===== src/rtl/led_mux_pkg.sv =====
// Shared types and constants for the four-digit seven-segment multiplexer.
// Segment patterns are {g,f,e,d,c,b,a}, active-low.
package led_pkg;

    typedef enum logic [1:0] {
        S_WAIT  = 2'd0,
        S_GUARD = 2'd1,
        S_ON    = 2'd2
    } state_t;

    typedef struct packed {
        logic [15:0] value;
        logic [3:0]  dp;
        logic [3:0]  blank;
        logic        lz_blank;
    } disp_t;

    localparam logic [6:0] SEG_OFF = 7'h7F;
    localparam logic [3:0] AN_OFF  = 4'hF;

    // Entry 15 is listed first so that HEX_SEG[n] is the pattern for nibble n.
    localparam logic [15:0][6:0] HEX_SEG = {
        7'b0001110, 7'b0000110, 7'b0100001, 7'b1000110,
        7'b0000011, 7'b0001000, 7'b0010000, 7'b0000000,
        7'b1111000, 7'b0000010, 7'b0010010, 7'b0011001,
        7'b0110000, 7'b0100100, 7'b1111001, 7'b1000000
    };

endpackage


===== src/rtl/led_mux_hex7seg.sv =====
// Combinational hex nibble to active-low seven-segment decoder.
module hex7seg
    import led_pkg::*;
(
    input  logic [3:0] i_nibble,
    output logic [6:0] o_seg
);

    assign o_seg = HEX_SEG[i_nibble];

endmodule


===== src/rtl/led_mux.sv =====
// Four-digit seven-segment scan multiplexer with anode guard time, blanking,
// leading-zero suppression and frame-aligned (tear-free) display updates.
module led_mux
    import led_pkg::*;
#(
    parameter int GUARD_CYCLES = 1000
) (
    input  logic        clk_in,
    input  logic        reset,
    input  logic        scan_clk,
    input  logic        load,
    input  logic [15:0] value,
    input  logic [3:0]  dp,
    input  logic [3:0]  blank,
    input  logic        lz_blank,
    output logic [3:0]  an,
    output logic [6:0]  seg,
    output logic        dp_n,
    output logic        frame,
    output logic        pending
);

    localparam int GW = (GUARD_CYCLES > 1) ? $clog2(GUARD_CYCLES) : 1;
    localparam logic [GW-1:0] GUARD_LOAD = (GUARD_CYCLES > 0) ? GW'(GUARD_CYCLES - 1) : '0;
    localparam logic [GW-1:0] GUARD_ONE  = GW'(1'b1);

    logic          r_scan_q;
    state_t        r_state;
    logic [1:0]    r_digit;
    logic [GW-1:0] r_guard_cnt;
    disp_t         r_disp;
    disp_t         r_pend;
    logic          r_pending;
    logic          r_frame;
    logic [3:0]    r_an;
    logic [6:0]    r_seg;
    logic          r_dp_n;

    logic          w_tick;
    logic          w_wrap;
    logic          w_commit;
    state_t        w_state_nx;
    logic [1:0]    w_digit_nx;
    logic [GW-1:0] w_guard_nx;
    disp_t         w_disp_nx;
    logic [3:0]    w_nib_zero;
    logic [3:0]    w_lz_dark;
    logic [3:0]    w_nibble;
    logic [6:0]    w_hex_seg;
    logic [3:0]    w_an_nx;
    logic [6:0]    w_seg_nx;
    logic          w_dp_n_nx;

    assign w_tick   = scan_clk & ~r_scan_q;
    assign w_wrap   = w_tick & (r_digit == 2'd3);
    assign w_commit = w_wrap & r_pending;

    // Edge detector register; resets high so a high scan_clk at release is not a tick.
    always_ff @(posedge clk_in or negedge reset) begin
        if (!reset) begin
            r_scan_q <= 1'b1;
        end else begin
            r_scan_q <= scan_clk;
        end
    end

    // FSM state register: state, current digit and guard countdown.
    always_ff @(posedge clk_in or negedge reset) begin
        if (!reset) begin
            r_state     <= S_WAIT;
            r_digit     <= 2'd3;
            r_guard_cnt <= '0;
        end else begin
            r_state     <= w_state_nx;
            r_digit     <= w_digit_nx;
            r_guard_cnt <= w_guard_nx;
        end
    end

    // FSM next state; a tick always wins and restarts the guard for the new digit.
    always_comb begin
        w_state_nx = r_state;
        w_digit_nx = r_digit;
        w_guard_nx = r_guard_cnt;
        if (w_tick) begin
            w_digit_nx = r_digit + 2'd1;
            if (GUARD_CYCLES > 0) begin
                w_state_nx = S_GUARD;
                w_guard_nx = GUARD_LOAD;
            end else begin
                w_state_nx = S_ON;
            end
        end else begin
            case (r_state)
                S_GUARD: begin
                    if (r_guard_cnt == '0) begin
                        w_state_nx = S_ON;
                    end else begin
                        w_guard_nx = r_guard_cnt - GUARD_ONE;
                    end
                end
                S_ON:    w_state_nx = S_ON;
                S_WAIT:  w_state_nx = S_WAIT;
                default: w_state_nx = S_WAIT;
            endcase
        end
    end

    // Display data only changes at the 3->0 wrap, and only if a load is waiting.
    always_comb begin
        if (w_commit) begin
            w_disp_nx = r_pend;
        end else begin
            w_disp_nx = r_disp;
        end
    end

    // Pending/display registers; a load coincident with a commit lands in pending.
    always_ff @(posedge clk_in or negedge reset) begin
        if (!reset) begin
            r_disp    <= '0;
            r_pend    <= '0;
            r_pending <= 1'b0;
            r_frame   <= 1'b0;
        end else begin
            r_disp    <= w_disp_nx;
            r_frame   <= w_wrap;
            r_pending <= load | (r_pending & ~w_commit);
            if (load) begin
                r_pend <= '{value: value, dp: dp, blank: blank, lz_blank: lz_blank};
            end else begin
                r_pend <= r_pend;
            end
        end
    end

    // A digit is a leading zero when it and all more-significant nibbles are zero.
    always_comb begin
        w_nib_zero[3] = (w_disp_nx.value[15:12] == 4'h0);
        w_nib_zero[2] = (w_disp_nx.value[11:8]  == 4'h0);
        w_nib_zero[1] = (w_disp_nx.value[7:4]   == 4'h0);
        w_nib_zero[0] = (w_disp_nx.value[3:0]   == 4'h0);
        if (w_disp_nx.lz_blank) begin
            w_lz_dark = {w_nib_zero[3], &w_nib_zero[3:2], &w_nib_zero[3:1], 1'b0};
        end else begin
            w_lz_dark = 4'b0000;
        end
    end

    assign w_nibble = w_disp_nx.value[{w_digit_nx, 2'b00} +: 4];

    hex7seg u_hex7seg (
        .i_nibble (w_nibble),
        .o_seg    (w_hex_seg)
    );

    // Output decode from next-state values so the registered outputs line up with the FSM.
    always_comb begin
        w_an_nx   = AN_OFF;
        w_seg_nx  = SEG_OFF;
        w_dp_n_nx = 1'b1;
        case (w_state_nx)
            S_ON: begin
                w_an_nx = ~(4'b0001 << w_digit_nx);
                if (w_disp_nx.blank[w_digit_nx]) begin
                    w_seg_nx  = SEG_OFF;
                    w_dp_n_nx = 1'b1;
                end else if (w_lz_dark[w_digit_nx]) begin
                    w_seg_nx  = SEG_OFF;
                    w_dp_n_nx = ~w_disp_nx.dp[w_digit_nx];
                end else begin
                    w_seg_nx  = w_hex_seg;
                    w_dp_n_nx = ~w_disp_nx.dp[w_digit_nx];
                end
            end
            S_WAIT, S_GUARD: begin
                w_an_nx   = AN_OFF;
                w_seg_nx  = SEG_OFF;
                w_dp_n_nx = 1'b1;
            end
            default: begin
                w_an_nx   = AN_OFF;
                w_seg_nx  = SEG_OFF;
                w_dp_n_nx = 1'b1;
            end
        endcase
    end

    // Registered display drive.
    always_ff @(posedge clk_in or negedge reset) begin
        if (!reset) begin
            r_an   <= AN_OFF;
            r_seg  <= SEG_OFF;
            r_dp_n <= 1'b1;
        end else begin
            r_an   <= w_an_nx;
            r_seg  <= w_seg_nx;
            r_dp_n <= w_dp_n_nx;
        end
    end

    assign an      = r_an;
    assign seg     = r_seg;
    assign dp_n    = r_dp_n;
    assign frame   = r_frame;
    assign pending = r_pending;

endmodule

===== config.mk =====
export PLATFORM = sky130hd
export DESIGN_NAME = led_mux
export DESIGN_NICKNAME = d
export VERILOG_FILES = /design/src/rtl/led_mux_pkg.sv /design/src/rtl/led_mux_hex7seg.sv /design/src/rtl/led_mux.sv
export SDC_FILE = /design/constraint.sdc
export NUM_CORES = 1
export LEC_CHECK = 0
export ABC_AREA = 1
export CORE_ASPECT_RATIO = 0.7
export CORE_UTILIZATION = 63
export CTS_BUF_LIST = sky130_fd_sc_hd__clkbuf_2 sky130_fd_sc_hd__clkbuf_4 sky130_fd_sc_hd__clkbuf_8
export CTS_CLUSTER_DIAMETER = 30
export DETAILED_ROUTE_END_ITERATION = 8
export GPL_TIMING_DRIVEN = 0
export PLACE_DENSITY = 0.85
export SKIP_CTS_REPAIR_TIMING = 1
export SLEW_MARGIN = 15
export SYNTH_ARGS = -nofsm -noshare
export SYNTH_HDL_FRONTEND = slang
export SYNTH_SLANG_ARGS = --single-unit

===== constraint.sdc =====
create_clock -name clk_in -period 4.8 [get_ports clk_in]
set_input_delay 0.96 -clock clk_in [delete_from_list [all_inputs] [get_ports clk_in]]
set_output_delay 0.96 -clock clk_in [all_outputs]
set_load 0.02 [all_outputs]

After elaboration in Yosys (flattened, before gate mapping)
Memories as Yosys holds them, arrays and structs flattened. Index checks and enable logic that the tools add are counted.

Memory bits (read-only): 112. Input bits: 29. Memories: 1. Output and inout bits: 14. Logic and storage cells: 68. Register bits after elaboration: 79.

$lt $le $gt $ge: 2. Reductions and logical operators: 8. Add/sub/neg operators: 2. Equality and inequality tests: 5. Muxes and demuxes: 22. Shift-type cells: 2. Bitwise logic cells: 9.

Memories: (no name shown) (words 16, bits a word 7, rd ports 1, clocked after Yosys merged registers in 0, write ports 0, line led_mux_hex7seg.sv:9) `assign o_seg = HEX_SEG[i_nibble];`.

Operator list (number): 10-bit two-way mux (3); 7-bit two-way mux (4); 25-bit two-way mux (1); 16-bit by 5-bit indexed part select with 4-bit output (1); 4-bit zero test (3); 10-bit zero test (1); 10-bit by 1-bit subtractor with 10-bit output (second input constant) (1); 4-bit two-way mux (2); 1-bit binary-select mux with 2-bit select (3); 2-bit == test (second input constant) (3); 2-bit two-way mux (3); 4-bit by 5-bit less-than comparator with 1-bit output (second input constant) (1); 1-bit two-way mux (5); 1-bit bitwise AND (4); 4-bit inverter (1); 2-bit one-hot mux with 2 select lines (1); 2-bit AND reduction (2); 1-bit by 2-bit left shift with 4-bit output (first input constant) (1); 2-bit by 3-bit less-than comparator with 1-bit output (second input constant) (1); 1-bit inverter (3); 3-bit AND reduction (1); 2-bit by 1-bit adder with 2-bit output (second input constant) (1); 2-bit by 1-bit == test with 1-bit output (second input constant) (1); 2-bit inequality test (second input constant) (1); other kinds (2) (2).

Depth between registers and ports, before layout
Depth in word-level cells: 13. Mapped depth: 15. Depth with buffers taken out: 14.

Hierarchy
A second synthesis with hierarchy kept.

Cell total of the unflattened synthesis: 442. Area total of the unflattened synthesis: 3802.4 um^2.

By module, submodules not included: led_mux (area an instance 3528.4 um^2, instances 1, cells each 393); hex7seg (area an instance 274.0 um^2, instances 1, cells each 49).

Worst setup path before layout
Ideal clock, no wire load.

Path kind: input -> register. Start point: input scan_clk. End point: register r_seg[3], in the netlist seg[3]. Stages: 14. Setup time: 0.087 ns. Required time: 4.713 ns. Setup slack: 2.385 ns. Arrival: 2.328 ns. Cell sequence: nand4_2 buf_6 buf_6 nand2_4 nand2_2 nand2_1 nand2_1 nor2_4 inv_1 ha_1 o21ai_1 nand2_1 nand2_1 nand3_1.

RTL lines: start, declared (line led_mux.sv:10) `input logic scan_clk,`; end signal, assigned (line led_mux.sv:197) `r_seg <= w_seg_nx;`; end, declared (line led_mux.sv:36) `logic [6:0] r_seg;`.

==> results.md <==
* RSZ-0062 raised after global routing: no
* First-pass GRT wire length at 13300 um
* Worst VDD drop at 0.256 mV
* Post-synthesis sequential element count at 79
* Avg Vias per Cell at 5.28
* CP peak stage delay at 0.60 ns
* WHS at 0.459 ns
* Worst Path Max Fanout at 10
* Relative slew slack at 65.6%
* Sink Count at 79
* Critical-path cell list: clkdlybuf4s50_1, nand4_2, buf_6, buf_6, nand2_4, nand2_2, nand2_1, nand2_1, nor2_4, inv_1, ha_1, o21ai_1, nand2_1, nand2_1, nand3_1
* Delay-heaviest family, CP: buffers and inverters
* Max frequency at 327 MHz
* Final period utilization at 63.8%
* Layout cell share with drive strength beyond 1 at 18.6%
* P&R area growth vs syn at 19.7%
* TritonCTS Buffers at 9
* CP Capture Type: register
* Commonest non-fill, non-tap cells in the layout: nand2_1 (126), dfrtp_1 (64), inv_1 (52), clkdlybuf4s50_1 (40), nand3_1 (33)
* GRT overflow at 0
* Max-Cap Viols at 0
* Critical path arrival at about 3.4 ns
* Count of buffer and inverter cells on the critical path at 4
* Pint at ~0.0014 W
* Number of core rows at 23
* Clock power frac at 25.7%
* Core ar. at 0.00581 mm^2
* WL final at 8100 um
* Final hold viol count at 0
* Worst Hold Class: primary input to asynchronous set/reset pin
* Startpoint Class: primary input
* Cell depth of the worst flop-to-flop path at 15
* # IOs at 43
* Pins over their slew limit at 0
* Full die area at 0.00645 mm^2
* Setup TNS at 0 ns
* Root Driver: clkbuf_8
* Final ANT Viol Nets at 0
* Worst setup path class: primary input to register
* Sw Share at between 30% and 40%
* All-Layer GR Usage at between 20% and 30%
* Post-DP HPWL at 5740 um
* Die W at around 96 um
* Initial antenna violation count at 0
* DRT iter0 DRCs at between 200 and 250
* GP Congestion at 0.872
* CTS tree: yes
* Fillers at 397
* CP max stage cell: clkdlybuf4s50_1
* Minimum clock period at 3.06 ns
* Syn. warnings at 0
* Reg clk slew, reported paths at 0.08 ns
* Status: complete, no violations
* Clock Path Buffers at 2
* Most common cell after layout, fill and taps aside: nand2_1
* DR WL/cell at around 14 um
* Sequential share of the synthesized area at 51.7%
* Setup violators final at 0
* Syn_nets at 479
* Clock insertion delay at the later pin of the skew report at roughly 0.36 ns
* # diodes at 0
* Vias post-DR at 3030
* Clock skew at 0.00831 ns
* Critical Path RT at a little over 5 ns
* Net Sw Power at 0.000813 W
* P_leak at ~2.2 nW
* Syn Area/Cell at approximately 8.8 um^2
* Post-synth top area cell: dfrtp_1
* DIE HEIGHT at around 68 um
* Largest net degree at the start of global routing at 61
* Gate power share at 35.8%
* Pwr per Cell Area at 473 mW/mm^2
* CP most frequent cell: nand2_1
* Synth top area share at 41.5%
* Initial core utilization at approximately two thirds
* Cell variety after synth at 30
* CTS H-tree depth at 3
* Worst path depth at 15
* Syn Std Cell Area at 0.00386 mm^2
* Layout Nets at about 530
* DRT Pass-1 Iters at 4
* R2R setup slack at roughly 2.1 ns
* IO buf count at slightly above 40
* Cell count after synthesis at 441
* Vias in the first global route at 2897
* Ranking of synthesized cells by area: dfrtp_1 (41%), nand2_1 (12%), dfstp_2 (10%), inv_1 (5.1%), nand3_1 (4.3%)
* Drt drc at 0
* Flop pwr share at 38.5%
* Worst slew pin tran at a little over 0.5 ns
==> final timing paths <==
| kind | endpoint | startpoint |
|---|---|---|
| setup / recovery | seg[3]$_DFF_PN1_ | scan_clk |
| hold / removal | r_guard_cnt[8]$_DFFE_PN0P_ | reset |
| setup reg to reg | seg[3]$_DFF_PN1_ | r_digit[0]$_DFF_PN1_ |
| hold reg to reg | r_disp[9]$_DFF_PN0_ | r_disp[9]$_DFF_PN0_ |
| max in group asynchronous | dp_n$_DFF_PN1_ | reset |
| min in group clk_in | r_disp[9]$_DFF_PN0_ | r_disp[9]$_DFF_PN0_ |
==> power groups by stage <==
stage	Sequential, W	Combinational [W]	Clock (W)
after floorplan	0.000843	0.000577	0
after global placement	0.000850	0.000724	0
after detailed placement	0.000854	0.000757	0
after CTS	0.000842	0.000777	0.000567
after global routing	0.000853	0.000878	0.000592
final	0.000842	0.000783	0.000562
==> flip-flops by register name, summed over array words and instances (netlist names), 2 cells and up <==
signal and count:
an 4, r_guard_cnt 10, r_digit 2, r_pend 25, r_state 2, seg 7, r_disp 25
==> through the flow <==
step	instance area, um^2	util [%]	total power, W	setup WS, ns	cells
floorplan	3860	-	0.00142	2.39	441
global placement	4370	75.1	0.00157	0.0974	557
detailed placement	4390	75.6	0.00161	1.46	558
CTS	4620	79.5	0.00219	1.76	574
global route	4620	79.5	0.00232	1.57	574
finish	4620	79.5	0.00219	1.74	574
==> area by class of cell <==
class                   instances  area (um^2)  share of cell area, %
plain buffers                  13          101                   2.19
clock inverters                 6         92.6                   2.00
repair buffers                 42          435                   9.42
inverters                      59          224                   4.84
flip-flops and latches         79         2000                   43.2
clock buffers                  10          138                   2.98
multi-input cells             290         1540                   33.4
well taps                      75         93.8                   2.03
==> cell families after synthesis <==
family,Yosys count,synth area share [%]
and+or+nand+nor,218,26.9
DFF,79,51.7
buffers and inverters,72,8.42
AOI/OAI and AO/OA,56,8.06
adders and majority gates,9,2.91
muxes,7,2.04
==> synthesized netlist by cell type <==
cell,n
o21ai_2,5
o21bai_1,1
inv_4,1
o21ai_1,9
o21ai_0,29
nor2_2,6
nand4_1,6
o21a_1,1
nor2_4,8
nor3_1,2
mux2_2,7
nor2_1,16
a21boi_1,1
o211ai_1,2
nand3_1,33
inv_1,52
a21oi_1,8
clkbuf_1,6
nand3b_1,1
nand2_2,15
ha_1,9
nand2_4,2
nand4_2,1
dfrtp_1,64
buf_6,7
inv_2,6
nand3_2,1
nor2_8,1
nand2_1,126
dfstp_2,15
==> metal layers <==
metal	global-route usage (%)	up-vias	wire, um
li1	-	1507	-
met1	36.8	1439	3620
met2	46.7	72	3900
met3	7.43	12	457
met4	9.51	0	119
met5	0	-	0
(Power assumes the default switching activity.)
